[config.mk]
export PLATFORM = sky130hd
export DESIGN_NAME = mem_access_unit
export DESIGN_NICKNAME = d
export VERILOG_FILES = /design/src/rtl/control_types_pkg.sv /design/src/rtl/mem_lane_align.sv /design/src/rtl/mem_access_unit.sv
export SDC_FILE = /design/constraint.sdc
export NUM_CORES = 1
export LEC_CHECK = 0
export BUFFER_PORTS_ARGS = -buffer_cell sky130_fd_sc_hd__buf_2
export CAP_MARGIN = 20
export CORE_ASPECT_RATIO = 2
export CORE_MARGIN = 4
export CORE_UTILIZATION = 48
export CTS_BUF_LIST = sky130_fd_sc_hd__clkbuf_16
export CTS_CLUSTER_DIAMETER = 50
export DETAILED_ROUTE_END_ITERATION = 7
export PLACE_DENSITY = 0.94
export SYNTH_ARGS = -nofsm -noshare
export SYNTH_HDL_FRONTEND = slang
export SYNTH_SLANG_ARGS = --single-unit
[constraint.sdc]
create_clock -name clk -period 4.3 [get_ports clk]
set_input_delay 0.43 -clock clk [delete_from_list [all_inputs] [get_ports clk]]
set_output_delay 0.43 -clock clk [all_outputs]
set_load 0.1 [all_outputs]
[src/rtl/control_types_pkg.sv]
// Shared control types for the MEM stage: memory op encoding, access FSM states
// and the alignment check used by the optional misalignment trap.
package control_types_pkg;

    typedef enum logic [2:0] {
        MEM_NONE,
        MEM_B,
        MEM_H,
        MEM_W,
        MEM_BU,
        MEM_HU
    } mem_op_t;

    typedef enum logic [1:0] {
        MS_IDLE,
        MS_ACCESS,
        MS_DONE
    } mem_fsm_t;

    function automatic logic is_misaligned(input mem_op_t op, input logic [1:0] off);
        logic mis;
        case (op)
            MEM_H, MEM_HU: mis = off[0];
            MEM_W:         mis = (off != 2'b00);
            default:       mis = 1'b0;
        endcase
        return mis;
    endfunction

endpackage

[src/rtl/mem_lane_align.sv]
// Combinational byte-lane steering: store byte enables and replicated write data,
// and load byte/half extraction with sign or zero extension.
module mem_lane_align
    import control_types_pkg::*;
(
    input  mem_op_t     op,
    input  logic        we,
    input  logic [1:0]  off,
    input  logic [31:0] store_data,
    input  logic [31:0] rdata,
    output logic [3:0]  be,
    output logic [31:0] wdata,
    output logic [31:0] load_data
);

    logic [7:0]  rd_byte;
    logic [15:0] rd_half;

    always_comb begin
        be    = 4'b0000;
        wdata = store_data;
        case (op)
            MEM_B, MEM_BU: begin
                be    = 4'b0001 << off;
                wdata = {4{store_data[7:0]}};
            end
            MEM_H, MEM_HU: begin
                be    = off[1] ? 4'b1100 : 4'b0011;
                wdata = {2{store_data[15:0]}};
            end
            MEM_W:   be = 4'b1111;
            default: be = 4'b0000;
        endcase
        // Loads always fetch the whole word; the lane is picked on return.
        if (!we) begin
            be = 4'b1111;
        end
    end

    always_comb begin
        rd_byte = rdata[7:0];
        case (off)
            2'd0:    rd_byte = rdata[7:0];
            2'd1:    rd_byte = rdata[15:8];
            2'd2:    rd_byte = rdata[23:16];
            default: rd_byte = rdata[31:24];
        endcase
        rd_half = off[1] ? rdata[31:16] : rdata[15:0];

        load_data = 32'h0;
        case (op)
            MEM_B:   load_data = {{24{rd_byte[7]}}, rd_byte};
            MEM_BU:  load_data = {24'h0, rd_byte};
            MEM_H:   load_data = {{16{rd_half[15]}}, rd_half};
            MEM_HU:  load_data = {16'h0, rd_half};
            MEM_W:   load_data = rdata;
            default: load_data = 32'h0;
        endcase
    end

endmodule

[src/rtl/mem_access_unit.sv]
// MEM-stage data-memory access unit: req/ack transaction, lane steering, load return
// and pipeline stall. Optional MISALIGN_TRAP_EN traps misaligned half/word accesses.
//
// state     | meaning
// MS_IDLE   | waiting for a memory op; stalls the pipe if one is present
// MS_ACCESS | dmem_req held until ack or timeout
// MS_DONE   | result/flags valid for one cycle; pipeline advances
module mem_access_unit
    import control_types_pkg::*;
#(
    parameter int unsigned TIMEOUT_CYCLES = 64
)
(
    input  logic        clk,
    input  logic        rst_n,
    input  mem_op_t     mem_ctrl_mem,
    input  logic        mem_do_write_ctrl_mem,
    input  logic [31:0] alu_result_mem,
    input  logic [31:0] mem_data_in_mem,
    output logic        dmem_req,
    output logic        dmem_we,
    output logic [31:0] dmem_addr,
    output logic [3:0]  dmem_be,
    output logic [31:0] dmem_wdata,
    input  logic        dmem_ack,
    input  logic [31:0] dmem_rdata,
    output logic [31:0] load_data_mem,
    output logic        mem_stall,
    output logic        mem_bus_err,
    output logic        mem_misalign
);

    localparam int unsigned CNT_W = (TIMEOUT_CYCLES > 2) ? $clog2(TIMEOUT_CYCLES) : 1;
    localparam logic [CNT_W-1:0] CNT_LAST =
        (TIMEOUT_CYCLES == 0) ? '0 : CNT_W'(TIMEOUT_CYCLES - 1);

    mem_fsm_t         state_q, state_d;
    logic [CNT_W-1:0] cnt_q;
    logic [31:0]      load_q;
    logic             err_q;
    logic             trap;
    logic             timeout_hit;
    logic [3:0]       lane_be;
    logic [31:0]      lane_wdata;
    logic [31:0]      lane_load;

    mem_lane_align u_lane (
        .op         (mem_ctrl_mem),
        .we         (mem_do_write_ctrl_mem),
        .off        (alu_result_mem[1:0]),
        .store_data (mem_data_in_mem),
        .rdata      (dmem_rdata),
        .be         (lane_be),
        .wdata      (lane_wdata),
        .load_data  (lane_load)
    );

`ifdef MISALIGN_TRAP_EN
    logic mis_q;

    assign trap = is_misaligned(mem_ctrl_mem, alu_result_mem[1:0]);

    always_ff @(posedge clk) begin
        if (!rst_n) begin
            mis_q <= 1'b0;
        end else begin
            mis_q <= (state_q == MS_IDLE) && (mem_ctrl_mem != MEM_NONE) && trap;
        end
    end

    assign mem_misalign = mis_q;
`else
    assign trap         = 1'b0;
    assign mem_misalign = 1'b0;
`endif

    assign timeout_hit   = (TIMEOUT_CYCLES != 0) && (cnt_q == CNT_LAST);
    assign dmem_addr     = {alu_result_mem[31:2], 2'b00};
    assign dmem_wdata    = lane_wdata;
    assign load_data_mem = load_q;
    assign mem_bus_err   = err_q;

    always_comb begin
        state_d   = state_q;
        dmem_req  = 1'b0;
        dmem_we   = 1'b0;
        dmem_be   = 4'b0000;
        mem_stall = 1'b0;
        case (state_q)
            MS_IDLE: begin
                if (mem_ctrl_mem != MEM_NONE) begin
                    mem_stall = 1'b1;
                    state_d   = trap ? MS_DONE : MS_ACCESS;
                end
            end
            MS_ACCESS: begin
                dmem_req  = 1'b1;
                dmem_we   = mem_do_write_ctrl_mem;
                dmem_be   = lane_be;
                mem_stall = 1'b1;
                if (dmem_ack || timeout_hit) begin
                    state_d = MS_DONE;
                end
            end
            MS_DONE: state_d = MS_IDLE;
            default: state_d = MS_IDLE;
        endcase
        // The IDLE stall is combinational from the op, so keep it quiet while in reset.
        if (!rst_n) begin
            mem_stall = 1'b0;
        end
    end

    always_ff @(posedge clk) begin
        if (!rst_n) begin
            state_q <= MS_IDLE;
            cnt_q   <= '0;
            load_q  <= 32'h0;
            err_q   <= 1'b0;
        end else begin
            state_q <= state_d;
            err_q   <= 1'b0;
            case (state_q)
                MS_IDLE: begin
                    cnt_q <= '0;
                    if ((mem_ctrl_mem != MEM_NONE) && trap) begin
                        load_q <= 32'h0;
                    end
                end
                MS_ACCESS: begin
                    cnt_q <= cnt_q + 1'b1;
                    if (dmem_ack) begin
                        load_q <= mem_do_write_ctrl_mem ? 32'h0 : lane_load;
                    end else if (timeout_hit) begin
                        load_q <= 32'h0;
                        err_q  <= 1'b1;
                    end
                end
                default: cnt_q <= '0;
            endcase
        end
    end

endmodule

==> results of run 1 <==
[metrics by stage]
stage,hold WS (ns),std cells,worst slack [ns],power (mW),cell area [um^2]
2_1_floorplan,0.418,413,0.179,0.987,3500
3_3_place_gp,0.430,573,1.01,0.961,3890
3_5_place_dp,0.439,573,0.954,0.972,3890
4_1_cts,0.335,580,0.971,1.33,4020
5_1_grt,0.341,582,0.752,1.38,4050
6_report,0.342,583,0.932,1.33,4060
[placed cells by master (no fill, tap or decap), types with 2 or more instances in the layout]
master / netlist / layout
xor2_1: 2 / 2
a21oi_1: 34 / 33
nand3_1: 4 / 4
diode_2: 0 / 2
a22o_1: 2 / 2
or2_1: 2 / 2
nand2_1: 14 / 14
nand3b_1: 18 / 18
conb_1: 1 / 3
nor2b_1: 5 / 5
a211oi_1: 23 / 23
dfxtp_1: 41 / 41
mux2_2: 24 / 24
mux4_2: 8 / 8
nor2_1: 18 / 18
and3_1: 2 / 2
inv_1: 7 / 7
clkbuf_16: 0 / 5
o22ai_1: 22 / 22
a31oi_1: 5 / 5
o21ai_0: 4 / 4
nand2b_1: 22 / 22
buf_2: 6 / 144
o2bb2ai_1: 39 / 39
buf_4: 41 / 3
mux2i_1: 17 / 17
o21a_1: 3 / 3
[flip-flops by register name (all words and copies together), names as in the netlist]
signal,count
cnt_q,6
load_data_mem,32
mem_bus_err,1
state_q,2
[kinds of logic (layout without fill, tap and decap cells)]
| kind of cell | Yosys count | after routing | share of synthesized area |
|---|---|---|---|
| adders and majority gates | 1 | 1 | 0.00358 |
| buffers and inverters | 84 | 162 | 0.143 |
| xor gates and xnor gates | 4 | 4 | 0.0122 |
| DFF | 41 | 41 | 0.235 |
| AOI/OAI and AO/OA | 140 | 140 | 0.281 |
| other | 1 | 5 | 0.00107 |
| muxes | 50 | 50 | 0.181 |
| and+or+nand+nor | 90 | 90 | 0.144 |
[per-layer routing]
metal / wire (um) / track usage / vias up / part of all wire
li1: - / - / 1659 / -
met4: 704 / 0.159 / 8 / 0.059
met2: 6310 / 0.497 / 170 / 0.53
met1: 3900 / 0.265 / 1657 / 0.33
met5: 51 / 0 / - / 0.0043
met3: 977 / 0.0638 / 64 / 0.082
[worst max-delay path: stages]
cell,delay (ns)
buf_2,0.64
nor2_1,0.26
a21boi_1,0.62
nor2_1,0.08
a211oi_1,0.38
buf_2,0.50
[power by group through the flow]
stage	clock [mW]	sequential, mW	combinational, mW
6_report	0.359	0.388	0.581
5_1_grt	0.380	0.389	0.610
4_1_cts	0.364	0.388	0.577
3_5_place_dp	0	0.396	0.575
3_3_place_gp	0	0.396	0.565
2_1_floorplan	0	0.418	0.570
[layout make-up]
| type | count | area [um^2] |
|---|---|---|
| fillers | 636 | 2940 |
| diodes | 2 | 5.00 |
| multi-input cells | 288 | 2180 |
| repair buffers | 148 | 771 |
| clock inverters | 2 | 11.3 |
| well taps | 90 | 113 |
| flip-flops and latches | 41 | 821 |
| inverters | 7 | 26.3 |
| clock buffers | 5 | 125 |
[worst max path at each step]
stage                          from              to  slack, ns  cells after the start
floorplan           mem_ctrl_mem[1]  dmem_wdata[24]       0.18                      6
global placement    mem_ctrl_mem[0]  dmem_wdata[24]       1.01                      6
detailed placement  mem_ctrl_mem[0]  dmem_wdata[24]       0.95                      6
CTS                 mem_ctrl_mem[0]  dmem_wdata[24]       0.97                      6
global route        mem_ctrl_mem[0]  dmem_wdata[24]       0.75                      6
finish              mem_ctrl_mem[0]  dmem_wdata[24]       0.93                      6
==> impl_results.md, run 1 <==
- Status: finished, final reports clean
- Peak supply drop: 0.261 mV
- Post-synth top flop: dfxtp_1
- Final count of hold timing violations: 0
- Yosys top cell by area: dfxtp_1
- Largest net degree at the start of global routing: 53
- Post-synth EDFFs: 0
- CTS root buffer: clkbuf_16
- Max Clock Freq: 0.297 GHz
- FP Rows: 43
- R2R setup slack: 2.06 ns
- Core ar.: 6990 um^2
- Drc violations: 0
- Ys async rst share: 0
- H-tree depth: 2
- Vias in the first global route: 3508
- Setup tns final: 0 ns
- HP Start: dmem_ack
- Worst Path Max Fanout: 52
- Clock Pin Slew Worst Setup and Hold Paths: 0.06 ns
- Routability congestion estimate from global placement: 0.891
- Total CTS buffers: 5
- Setup crit start kind: input port
- Fin crit period: 3.37 ns
- Yosys warning count: 0
- Placed wire-length estimate: 9210 um
- P_leak: 1.73 nW
- Clk_skew: 0.00505 ns
- RR Startpoint: state_q[1]
- #FFs+latches synth: 41
- Post-CTS Setup Repair Bufs: 0
- Routed vias/inst: 6.10
- # IOs: 208
- WHS Path Cells: 2
- Hold path endpoint: mem_bus_err
- First-pass GRT wire length: 18000 um
- Max-cap violations: 0
- Mapped Area: 3490 um^2
- Area contributors post-synth: dfxtp_1, o2bb2ai_1, buf_4
- Sw Share: 0.446
- Critical Path AT: 2.94 ns
- Share of the synthesized area in the top cell type: 0.235
- Crit Path Category: in -> out
- Routed wire length: 11900 um
- Mapped Cells: 411
- Count of input and output buffers: 144
- Iteration-0 DRC Markers: 147
- Synth-to-layout area growth: 16.1%
- Worst EP required: 3.87 ns
- Layout Utilization: 0.580
- Seq/Total Area, Yosys: 0.235
- Power Dens Cells: 328 nW/um^2
- Die ar.: 8790 um^2
- CTS max path bufs: 2
- TritonCTS sink count: 41
- DR WL/cell: 20.5 um
- Synth cell types: 45
- # hold bufs at CTS: 0
- Worst hold-check path type: in -> reg
- Die H: 129 um
- Cell internal pwr: 0.736 mW
- Gate power share: 0.437
- Final setup fails: 0
- Share of cells above drive strength 1: 0.385
- Initial antenna violation count: 5
- Post-synth top cells: buf_4, dfxtp_1, o2bb2ai_1
- Cells on worst reg2reg path: 4
- Die Span X: 68.3 um
- Nets: 595
- Initial core utilization: 0.499
- Antenna Violating Nets Remaining: 0
- Slew @ Worst Pin: 1.10 ns
- Total track usage: 0.273
- Sw Pwr: 0.593 mW
- Final worst path period share: 0.783
- Max-slew headroom: 0.262
- Vias: 3558
- Post-CTS Resized: 0
- RSZ-0062 raised after global routing: false
- Critical Path Sink Type: output pin
- Reg power frac: 0.292
- Drt first pass iters: 4
- Slew Viols, Final: 0
- CTS tree: done
- FF-to-FF End: load_data_mem[17]
- Clk network pwr share: 0.270
- Congestion Overflow GR: 0
- Post-Syn Area per Cell: 8.50 um^2
- Clk_lat worst skew: 0.29 ns
(Power assumes the default switching activity.)
==> run 2, diff against run 1 <==
ABC_AREA = 1   (was unset)
CORE_UTILIZATION = 43   (was 48)
PLACE_DENSITY = 0.88   (was 0.94)
clock period = 3.15 ns   (was 4.3 ns; I/O delays follow)
==> impl_results.md, run 2 <==
- Nets: 723 (+22%)
- Clk_skew: 0.00448 ns (-0.000563 ns)
- Post-synth EDFFs: 0 (unchanged)
- Final setup fails: 0 (unchanged)
- Clk_lat worst skew: 0.29 ns (about the same)
- Initial core utilization: 0.442 (-0.0573)
- Yosys warning count: 0 (unchanged)
- Reg area: 821 um^2 (unchanged)
- Max reg flops: 32 (unchanged)
- RSZ-0062 raised after global routing: false
- Antenna Violating Nets Remaining: 0 (unchanged)
- Largest net degree at the start of global routing: 44 (-17%)
- Status: finished, final reports clean
- Commonest non-fill, non-tap cell in the layout: nand2_1
- Vias: 3720 (+4.6%)
- FP Rows: 44 (+2.3%)
- Worst Path Max Fanout: 15 (-71%)
- Routability congestion estimate from global placement: 0.996 (+12%)
- Mapped Area: 3210 um^2 (-8.0%)
- Post-Syn Area per Cell: 6.06 um^2 (-29%)
- CTS tree: done
- Seq/Total Area, Yosys: 0.255 (+0.0205)
- P_leak: 1.96 nW (+13%)
- Multi-input gate area: 1770 um^2 (-19%)
- Setup tns final: 0 ns (unchanged)
- WHS Path Cells: 2 (unchanged)
- Critical Path AT: 2.07 ns (-0.87 ns)
- CTS max path bufs: 2 (unchanged)
- Die H: 130 um (+1.2%)
- Slew @ Worst Pin: 0.710 ns (-0.393 ns)
- Die Span X: 69.1 um (+1.2%)
- Count of input and output buffers: 144 (unchanged)
- Total track usage: 0.261 (-0.0116)
- Worst EP required: 2.83 ns (-1.04 ns)
- Share of the synthesized area in the top cell type: 0.255 (+0.0205)
- Final worst path period share: 0.756
- Fin crit period: 2.38 ns
- Power Dens Cells: 471 nW/um^2 (+44%)
- Initial antenna violation count: 0 (-5)
- Area contributors post-synth: dfxtp_1, nand2_1, buf_4
- Synth cell types: 32 (-29%)
- Max-cap violations: 0 (unchanged)
- #FFs+latches synth: 41 (unchanged)
- # IOs: 208 (unchanged)
- Post-CTS Setup Repair Bufs: 0 (unchanged)
- Ys async rst share: 0 (unchanged)
- Hold Slack: 0.249 ns (-0.0934 ns)
- Total CTS buffers: 5 (unchanged)
- # hold bufs at CTS: 0 (unchanged)
- Iteration-0 DRC Markers: 219 (+49%)
- Placed wire-length estimate: 9960 um (+8.1%)
- Slew Viols, Final: 0 (unchanged)
- Post-Place Cells: 704 (+23%)
- CTS root buffer: clkbuf_16
- Final count of hold timing violations: 0 (unchanged)
- Layout Utilization: 0.521 (-0.0590)
- Share of cells above drive strength 1: 0.282 (-0.103)
- Vias in the first global route: 3712 (+5.8%)
- Setup crit start kind: input port
- Max-slew headroom: 0.527 (+0.264)
- Max Clock Freq: 0.420 GHz
- H-tree depth: 2 (unchanged)
- Number of fill cells in the layout: 833 (+31%)
- TritonCTS sink count: 41 (unchanged)
- Die ar.: 9000 um^2 (+2.4%)
- Most frequent cells in the layout: nand2_1, buf_2, inv_1
- Peak supply drop: 0.250 mV (-4.1%)
- Hold path endpoint: mem_bus_err
- Drc violations: 0 (unchanged)
- Non-Filler Instances: 712 (+22%)
- Post-synth top flop: dfxtp_1
- Yosys top cell by area: dfxtp_1
- Routed wire length: 12000 um (+0.61%)
- Post-synth top cells: nand2_1, buf_4, inv_1
- HP Start: dmem_ack
- Mapped Cells: 530 (+29%)
- Crit Path Category: in -> out
- Power, Total: 1.79 mW (+34%)
- Worst hold-check path type: in -> reg
- Critical Path Sink Type: output pin
- RR Startpoint: cnt_q[0]
- DR WL/cell: 16.9 um (-18%)
- Core ar.: 7270 um^2 (+3.9%)
- R2R setup slack: 0.78 ns (-1.28 ns)
- FF-to-FF End: load_data_mem[9]
- Clock Pin Slew Worst Setup and Hold Paths: 0.06 ns (about the same)
- Drt first pass iters: 5 (+1)
- Synth-to-layout area growth: 17.8%
- Cell with the most instances after synthesis: nand2_1
- Ant diodes: 0 (-2)
- Routed vias/inst: 5.22 (-14%)
- First-pass GRT wire length: 18300 um (+1.6%)
- Post-CTS Resized: 0 (unchanged)
- Congestion Overflow GR: 0 (unchanged)
- Cells on worst reg2reg path: 9 (+5)
-- run 2: power breakdown --
part | switching (mW) | leakage [nW] | internal [mW] | total (mW)
combinational | 0.620 | 1.56 | 0.137 | 0.757
sequential | 0.00357 | 0.331 | 0.524 | 0.528
clock | 0.209 | 0.0696 | 0.290 | 0.500
total | 0.833 | 1.96 | 0.952 | 1.79
-- run 2: cell type report --
| type | count | area share |
|---|---|---|
| Clock buffer | 5 | 0.0330 |
| Clock inverter | 3 | 0.00463 |
| Inverter | 52 | 0.0522 |
| Multi-Input combinational cell | 372 | 0.467 |
| Sequential cell | 41 | 0.217 |
| Tap cell | 92 | 0.0304 |
| Timing Repair Buffer | 147 | 0.196 |
-- run 2: layer usage --
layer  wire (um)  part of all wire  track usage
met1        3960              0.33        0.253
met2        6360              0.53        0.496
met3         893             0.074       0.0370
met4         802             0.067        0.191
met5           0                 0            0
-- run 2: cells by family after synthesis --
kind of cell / synth area share
buffers and inverters: 0.206
adder cells (fa/ha/maj): 0.00389
AND/OR/NAND/NOR: 0.353
other: 0.00117
flip-flops: 0.255
multiplexers: 0.0245
XOR/XNOR: 0.00545
AO/OA/AOI/OAI: 0.150
-- run 2: worst max-delay path by stage --
stage	slack (ns)	from	depth (start not counted)	endpoint
floorplan	0.25	state_q[0]	4	dmem_be[0]
global placement	0.78	mem_ctrl_mem[1]	7	dmem_be[2]
detailed placement	0.73	mem_ctrl_mem[1]	7	dmem_be[2]
CTS	0.72	mem_ctrl_mem[1]	7	dmem_be[2]
global route	0.45	cnt_q[0]	9	load_data_mem[28]
finish	0.77	mem_ctrl_mem[1]	7	dmem_be[2]
-- run 2: metrics by stage --
step                instance area, um^2  setup slack, ns
floorplan                          3250            0.253
global placement                   3640            0.781
detailed placement                 3640            0.726
CTS                                3790            0.723
global route                       3790            0.454
finish                             3790            0.769
-- run 2: worst max-delay path, stage by stage --
cell     delay [ns]
buf_2          0.14
inv_1          0.10
nand2_1        0.10
o21ai_2        0.54
nand3_1        0.22
a31oi_2        0.21
buf_2          0.44
